--- config.mk ---
export PLATFORM = sky130hd
export DESIGN_NAME = addr_reg_seq
export DESIGN_NICKNAME = d
export VERILOG_FILES = /design/src/rtl/reg_unit_pkg.sv /design/src/rtl/inc_timer.sv /design/src/rtl/addr_reg_seq.sv
export SDC_FILE = /design/constraint.sdc
export NUM_CORES = 1
export LEC_CHECK = 0
export ABC_AREA = 1
export BUFFER_PORTS_ARGS = -buffer_cell sky130_fd_sc_hd__buf_2
export CAP_MARGIN = 40
export CORE_AREA = 2 2 63 65
export DETAILED_ROUTE_END_ITERATION = 12
export DIE_AREA = 0 0 65 67
export PLACE_DENSITY = 0.89
export SYNTH_ARGS = -nofsm -noshare
export SYNTH_HDL_FRONTEND = slang
export SYNTH_SLANG_ARGS = --single-unit
--- constraint.sdc ---
create_clock -name clk -period 1.75 [get_ports clk]
set_input_delay 0.2625 -clock clk [delete_from_list [all_inputs] [get_ports clk]]
set_output_delay 0.2625 -clock clk [all_outputs]
set_load 0.02 [all_outputs]
--- src/rtl/reg_unit_pkg.sv ---
// Types and constants shared by the register-unit address registers
// (M1/M2 address register, PC and XY incrementers).
package reg_unit_pkg;

  localparam int HALF_W_DEF  = 8;
  localparam int AW_DEF      = 2 * HALF_W_DEF;
  localparam int INC_LAT_DEF = 3;

  typedef logic [AW_DEF-1:0]     addr_t;
  typedef logic [HALF_W_DEF-1:0] half_t;

  typedef enum logic [0:0] {
    IDLE = 1'b0,
    INC  = 1'b1
  } state_e;

endpackage

--- src/rtl/inc_timer.sv ---
// Down-counter that models relay incrementer settle time: start arms it,
// busy holds for LAT cycles, expire marks the committing edge, done follows it.
module inc_timer #(
  parameter int LAT = 3
) (
  input  logic clk,
  input  logic rst_n,
  input  logic start,
  output logic busy,
  output logic expire,
  output logic done
);

  localparam int CW = (LAT > 1) ? $clog2(LAT) : 1;

  logic [CW-1:0] cnt;

  assign expire = busy && (cnt == '0);

  always_ff @(posedge clk or negedge rst_n) begin
    if (!rst_n) begin
      cnt  <= '0;
      busy <= 1'b0;
      done <= 1'b0;
    end else begin
      done <= expire;
      if (start) begin
        busy <= 1'b1;
        cnt  <= CW'(LAT - 1);
      end else if (expire) begin
        busy <= 1'b0;
      end else if (busy) begin
        cnt <= cnt - CW'(1);
      end
    end
  end

endmodule

--- src/rtl/addr_reg_seq.sv ---
// Combined M1/M2 address register: half loads from the data bus, full load
// from the address bus, slow increment, and select-gated address bus drive.
module addr_reg_seq
  import reg_unit_pkg::*;
#(
  parameter int                      HALF_W    = 8,
  parameter int                      INC_LAT   = INC_LAT_DEF,
  parameter logic [2*HALF_W-1:0]     RESET_VAL = '0
) (
  input  logic                  clk,
  input  logic                  rst_n,
  input  logic [HALF_W-1:0]     data_in,
  input  logic                  ld_hi,
  input  logic                  ld_lo,
  input  logic [2*HALF_W-1:0]   addr_in,
  input  logic                  ld_full,
  input  logic                  inc_req,
  input  logic                  sel,
  input  logic                  clr_err,
  output logic [2*HALF_W-1:0]   addr_out,
  output logic                  addr_oe,
  output logic [HALF_W-1:0]     hi_out,
  output logic [HALF_W-1:0]     lo_out,
  output logic                  busy,
  output logic                  inc_done,
  output logic                  conflict,
  output logic                  led_ld,
  output logic                  led_sel
);

  localparam int AW = 2 * HALF_W;

  state_e        state, state_nx;
  logic [AW-1:0] content;
  logic          timer_start, timer_expire;
  logic          take_full, take_hi, take_lo, conflict_set;

  inc_timer #(.LAT(INC_LAT)) u_timer (
    .clk    (clk),
    .rst_n  (rst_n),
    .start  (timer_start),
    .busy   (busy),
    .expire (timer_expire),
    .done   (inc_done)
  );

  always_ff @(posedge clk or negedge rst_n) begin
    if (!rst_n) state <= IDLE;
    else        state <= state_nx;
  end

  // Command decode: full load beats half loads beats increment; losers flag conflict.
  always_comb begin
    state_nx     = state;
    timer_start  = 1'b0;
    take_full    = 1'b0;
    take_hi      = 1'b0;
    take_lo      = 1'b0;
    conflict_set = 1'b0;
    case (state)
      IDLE: begin
        if (ld_full) begin
          take_full    = 1'b1;
          conflict_set = ld_hi | ld_lo | inc_req;
        end else if (ld_hi || ld_lo) begin
          take_hi      = ld_hi;
          take_lo      = ld_lo;
          conflict_set = inc_req;
        end else if (inc_req) begin
          timer_start = 1'b1;
          state_nx    = INC;
        end
      end
      INC: begin
        conflict_set = ld_hi | ld_lo | ld_full | inc_req;
        if (timer_expire) state_nx = IDLE;
      end
      default: state_nx = IDLE;
    endcase
  end

  always_ff @(posedge clk or negedge rst_n) begin
    if (!rst_n) begin
      content <= RESET_VAL;
    end else if (take_full) begin
      content <= addr_in;
    end else if (state == INC && timer_expire) begin
      content <= content + AW'(1);
    end else begin
      if (take_hi) content[AW-1:HALF_W]   <= data_in;
      if (take_lo) content[HALF_W-1:0]    <= data_in;
    end
  end

  // Set has priority over clear so a coincident fault is never lost.
  always_ff @(posedge clk or negedge rst_n) begin
    if (!rst_n)            conflict <= 1'b0;
    else if (conflict_set) conflict <= 1'b1;
    else if (clr_err)      conflict <= 1'b0;
  end

  assign addr_oe  = sel;
  assign addr_out = sel ? content : '0;
  assign hi_out   = content[AW-1:HALF_W];
  assign lo_out   = content[HALF_W-1:0];
  assign led_ld   = ld_hi | ld_lo | ld_full;
  assign led_sel  = sel;

`ifndef SYNTHESIS
  a_no_self_load: assert property (@(posedge clk) disable iff (!rst_n) !(sel && ld_full))
    else $warning("addr_reg_seq: sel and ld_full in the same cycle (bus self-load)");
`endif

endmodule

==> impl_metrics.yaml, run 1 <==
final_layout:
  fin_nets: 386
  drive_above_1_share_pct: 28.5
  antenna_cells: 0
  areaGrowthSynthToFinish_pct: 29.0
  postLayoutCellArea_mm2: 0.00222
  fillers: 336
floorplanning:
  num_rows: 22
  die-height_um: 67
  die_w_um: 65
  die_area_mm2: 0.00436
  io_pins: 70
  core_area_mm2: 0.00361
  start_util_pct: 47.8
detailed_routing:
  vias_per_cell: 5.13
  final_antenna_net_count: 0
  firstDrtPassIters: 4
  drt_iter0_markers: 151
  route.vias.total: 2047
  wirelength_um: 5030
  drc: 0
  post_drt_wl_per_cell_um: 12.6
synth:
  synth_common_cells: "nand2_1, inv_1, nor2_1, dfrtp_1, o21ai_0"
  yosysUniqueCellTypes: 24
  async_flop_share_pct: 100
  synth_edf_count: 0
  synth_area_leaders: "dfrtp_1, nand2_1, inv_1"
  yosysMostFrequentCell: "nand2_1"
  synth_seq_area_share_pct: 31.9
  syn_inst: 281
  ys_seq_elements: 22
  synth_nets: 315
  yosys_warnings: 0
  synth_top_area_cell: "dfrtp_1"
  synth_area_mm2: 0.00172
  synth.avg_cell_area_um2: 6.14
  synth_top_area_share_pct: 31.9
  synth-main-ff-cell: "dfrtp_1"
power_and_ir_drop:
  pwr-share-clk_pct: 13.4
  power_mw: 3.65
  p_leak_nw: 1.30
  switchingPower_mw: 1.88
  p_int_mw: 1.77
  p_comb_share_pct: 57.0
  power.density_mw_per_mm2: 1640
  power.share.sequential_pct: 29.6
  switching_share_pct: 51.6
  peakVddDrop_v: 0.000838
sta:
  fin_skew_ns: 0.00227
  relSlewSlack_pct: 65.0
  worst_pin_slew_ns: 0.525
  report.final.setup_viol: 0
  fin_crit_sh_pct: 91.0
  rsz0062_at_grt: "yes"
  finalMaxSlewViolations: 0
  timing.hold.ws_ns: 0.176
  fmax_mhz: 628
  period_needed_ns: 1.59
  finalHoldViolations: 0
  setup_tns_ns: 0
setup_path:
  critPathKind: "flip-flop to flip-flop"
  reg2reg_to: "content[8]"
  cp.arrival_ns: 1.76
  end_kind: "flip-flop"
  startpoint_type: "flip-flop"
  required_ns: 1.91
  rr_worst_depth: 5
  reg2reg_from: "state"
  worst-r2r-setup-slack_ns: 0.16
  worstPathMaxFanout: 9
clock_network:
  cts-root-buf: "clkbuf_8"
  cts_setup_buffers: 0
  htreeDepth: 1
  clock-sinks: 22
  worstSkewPairLatency_ns: 0.27
  cts_buffers: 3
  cts_tree: "built"
  cts_buffer_depth: 2
  cts.clk_slew.worst_paths_ns: 0.08
worst_hold_path:
  min_path_type: "input port to flip-flop"
  hold_depth: 2
  hp-start: "clr_err"
  worstHoldEndpoint: "conflict"
place:
  place_area_mm2: 0.00211
  hpwl_um: 3720
  routabilityCongestion: 0.986
  port-buffer-count: 69
grt:
  grt_use_total_pct: 24.6
  grt_pass1_wl_um: 8350
  antenna_found_initial: 0
  grt_overflow_total: 0
  grt_pass1_vias: 1996
  grt_max_degree: 23
run_status:
  outcome: "complete, no violations"
run:
  cap_violations: 0
kinds of logic after synthesis:
group           count (synthesis)  share of synthesized area, %
simple gates                  151                          35.3
buf+inv                        57                          13.8
compound gates                 49                          17.6
flops                          22                          31.9
fa+ha+maj                       2                          1.45
layout by cell type, fill, tap and decap left out, types with 4 or more instances in the layout:
master and count:
dfrtp_1 22, a21oi_1 14, inv_1 41, buf_2 69, nand2_1 98, a21oi_2 4, buf_4 5, o21ai_0 18
nor2_1 29, nand3_1 14, o21bai_1 4, inv_2 4
final cells by class:
type	count	area (um^2)	share of cell area (%)
multi-input combinational	202	958	43.1
sequential	22	551	24.8
timing repair buffer	75	393	17.7
inverter	47	183	8.22
tap	48	60.1	2.70
clock buffer	3	41.3	1.86
clock inverter	1	30.0	1.35
timing repair inverter	1	7.51	0.338
what timing repair did:
item	in CTS	in global routing
hold buffers	1	0
setup endpoints to repair	0	16
gates resized for setup	0	11
endpoints found under the hold margin	22	0
power by group through the flow:
stage	Sequential, mW	Combinational (mW)	Clock (mW)
after floorplan	1.26	1.15	0
after global placement	1.06	1.92	0
after detailed placement	1.08	1.99	0
after CTS	1.07	2.00	0.494
after global routing	1.13	2.32	0.514
final	1.08	2.08	0.491
critical path, stage by stage (launching register included):
cell and delay, ns:
dfrtp_1 0.47, nor2_4 0.33, inv_2 0.17, or2_2 0.30
a21oi_1 0.15, nor2_1 0.06
through the flow:
stage                     cells  setup WS [ns]  utilization [%]
after global placement      393          0.154             58.4
after global routing        399       -0.00861             61.7
final                       399          0.158             61.7
after CTS                   398        0.00733             60.7
after floorplan             281          0.241                -
after detailed placement    393         0.0338             58.4
worst max-delay path by stage:
stage,from,endpoint,slack [ns],cells after the start
2_1_floorplan,content[1],content[8],0.24,8
3_3_place_gp,u_timer.cnt[0],content[12],0.15,10
3_5_place_dp,u_timer.cnt[0],content[2],0.03,9
4_1_cts,u_timer.cnt[0],content[2],0.007,9
5_1_grt,u_timer.cnt[1],content[6],-0.009,12
6_report,state,content[8],0.16,5
per-layer routing:
metal  global-route usage [%]  share of wire, %  routed length (um)  up-vias
li1                         -                 -                   -     1006
met1                     26.0                39                1940      931
met2                     44.7                49                2480       94
met3                     7.26               9.4                 474       16
met4                     11.2               2.7                 138        0
met5                        0                 0                   0        -
registers in the layout (all words and copies together), names as in the netlist:
| register | flops |
|---|---|
| conflict | 1 |
| content | 16 |
| state | 1 |
| u_timer.busy | 1 |
| u_timer.cnt | 2 |
| u_timer.done | 1 |
Power figures use the tool's default switching activity.
==> run 2: changes to the inputs <==
--- a/config.mk
+++ b/config.mk
@@ -8,10 +8,10 @@
 export ABC_AREA = 1
 export BUFFER_PORTS_ARGS = -buffer_cell sky130_fd_sc_hd__buf_2
 export CAP_MARGIN = 40
-export CORE_AREA = 2 2 63 65
+export CORE_AREA = 2 2 62 64
 export DETAILED_ROUTE_END_ITERATION = 12
-export DIE_AREA = 0 0 65 67
-export PLACE_DENSITY = 0.89
+export DIE_AREA = 0 0 64 66
+export PLACE_DENSITY = 0.92
 export SYNTH_ARGS = -nofsm -noshare
 export SYNTH_HDL_FRONTEND = slang
 export SYNTH_SLANG_ARGS = --single-unit
==> constraint.sdc (replaced) <==
create_clock -name clk -period 2 [get_ports clk]
set_input_delay 0.3 -clock clk [delete_from_list [all_inputs] [get_ports clk]]
set_output_delay 0.3 -clock clk [all_outputs]
set_load 0.02 [all_outputs]
==> run 2 against run 1 <==
Effect of this change:
- count of clock-buffer cells in the layout unchanged
- critical path depth increased by 4
- core utilization decreased by 2.2 points
- die area decreased by 3.0%
- register-to-register slack improved by 0.08 ns
- non-clock buffer count decreased by 4
- sequential power decreased by 11%
- critical endpoint is now content[9]
- largest cell class unchanged
- highest routed layer unchanged
==> impl_metrics.yaml, run 2 (same netlist as run 1, synthesis figures left out) <==
place:
  port-buffer-count: 69
  routabilityCongestion: 0.895
  place_area_mm2: 0.00208
  dpl.cell_count: 389
  hpwl_um: 3560
sta:
  worst_pin_slew_ns: 0.514
  fin_skew_ns: 0.0157
  fmax_mhz: 567
  rsz0062_at_grt: "no"
  setup_tns_ns: 0
  report.final.setup_viol: 0
  period_needed_ns: 1.76
  finalMaxSlewViolations: 0
  finalHoldViolations: 0
  relSlewSlack_pct: 65.7
  fin_crit_sh_pct: 88.2
setup_path:
  required_ns: 2.21
  max_stage_delay_ns: 0.38
  cp.arrival_ns: 1.97
  worstPathCellList: "inv_1 -> ha_1 -> nand2_1 -> nor2_4 -> inv_2 -> nand2_1 -> clkinvlp_4 -> a21oi_1 -> nor2_1"
  startpoint_type: "flip-flop"
  critPathKind: "flip-flop to flip-flop"
  critPathLaunch: "u_timer.cnt[0]"
  end_kind: "flip-flop"
  rr_worst_depth: 9
  reg2reg_from: "u_timer.cnt[0]"
  cp_common_cell: "nand2_1"
  crit_slowest_cell: "dfrtp_1"
  worstPathMaxFanout: 14
grt:
  grt_overflow_total: 0
  grt_max_degree: 23
  grt_use_total_pct: 22.7
  antenna_found_initial: 0
  grt_pass1_vias: 1850
  grt_pass1_wl_um: 7650
floorplanning:
  die-height_um: 66
  io_pins: 70
  num_rows: 22
  die_area_mm2: 0.00422
  die_w_um: 64
  start_util_pct: 48.6
  core_area_mm2: 0.00355
final_layout:
  postLayoutCellArea_mm2: 0.00211
  seqCellArea_um2: 551
  drive_above_1_share_pct: 25.2
  largest_reg_flops: 16
  areaGrowthSynthToFinish_pct: 22.5
  antenna_cells: 0
  largest_registers: "content: 16 flops, u_timer.cnt: 2 flops"
  layout_commonest_cell: "nand2_1"
  multi_input_area_um2: 936
  fillers: 330
  top_register: "content"
  final_cell_mix: "nand2_1, buf_2, inv_1"
  fin_nets: 381
  final_cells: 393
clock_network:
  cts_tree: "built"
  cts.clk_slew.worst_paths_ns: 0.13
  cts_setup_buffers: 0
  worstSkewPairLatency_ns: 0.33
  cts-root-buf: "clkbuf_4"
  cts_buffer_depth: 2
  clock-sinks: 22
  cts_buffers: 3
  htreeDepth: 1
detailed_routing:
  route.vias.total: 1953
  final_antenna_net_count: 0
  drc: 0
  drt_iter0_markers: 97
  post_drt_wl_per_cell_um: 11.7
  vias_per_cell: 4.97
  wirelength_um: 4600
  firstDrtPassIters: 4
worst_hold_path:
  hold_depth: 2
  min_path_type: "input port to flip-flop"
  hp-start: "clr_err"
power_and_ir_drop:
  power_mw: 2.84
  p_leak_nw: 1.26
  peakVddDrop_v: 0.000617
  power.density_mw_per_mm2: 1340
run:
  cap_violations: 0
run_status:
  outcome: "complete, no violations"
run 2: changes by cell type in the layout (fill, tap and decap cells not counted), moves of 2 or more:
cell / change
ha_1: +2
clkbuf_8: -3
nand2_2: -3
clkbuf_4: +3
nand2_1: +3
inv_1: +2
buf_4: -4
run 2: layer usage:
layer	up-vias	part of all wire, %	global-route usage (%)
li1	997	-	-
met2	73	50	41.3
met3	7	5.9	3.24
met5	-	0	0
met4	0	1.5	10.1
met1	876	42	26.4
run 2: metrics by stage:
| step | worst slack [ns] | hold WS [ns] | util (%) |
|---|---|---|---|
| after detailed placement | 0.253 | 0.303 | 58.5 |
| after floorplan | 0.491 | 0.00441 | - |
| after global routing | 0.0161 | 0.143 | 59.5 |
| final | 0.235 | 0.147 | 59.5 |
| after CTS | 0.229 | 0.148 | 59.4 |
| after global placement | 0.316 | 0.293 | 58.5 |
run 2: what timing repair did:
| item | 4_1_cts | 5_1_grt |
|---|---|---|
| hold endpoints to repair | 22 | 0 |
| hold buffers | 1 | 0 |
| gates resized for setup | 0 | 1 |
| setup endpoints to repair | 0 | 1 |
run 2: final cells by class:
cell class              instances  area share, %
clock buffers                   3           1.07
multi-input cells             202           44.3
well taps                      48           2.84
flip-flops and latches         22           26.1
repair buffers                 71           17.2
inverters                      47           8.53
run 2: worst max-delay path: cells and delay by family, from the launching register on:
kind | cells | cell delay (ns)
flip-flops | 1 | 0.38
AO/OA/AOI/OAI | 1 | 0.17
buffers and inverters | 3 | 0.46
AND/OR/NAND/NOR | 4 | 0.45
adder cells (fa/ha/maj) | 1 | 0.18
run 2: worst paths after layout:
kind | endpoint | slack [ns]
hold reg to reg | u_timer.cnt[1] | 0.53
setup reg to reg | content[9] | 0.24
setup / recovery | content[9] | 0.24
hold / removal | conflict | 0.15
min in group asynchronous | content[11] | 0.46
max in group asynchronous | content[15] | 1.19
run 2: power breakdown:
part           internal, mW  leakage (nW)  switching [mW]  total (mW)
registers             0.653         0.262           0.311       0.964
clock network        0.0707        0.0138           0.140       0.211
logic                 0.559         0.980            1.11        1.66
total                  1.28          1.26            1.56        2.84
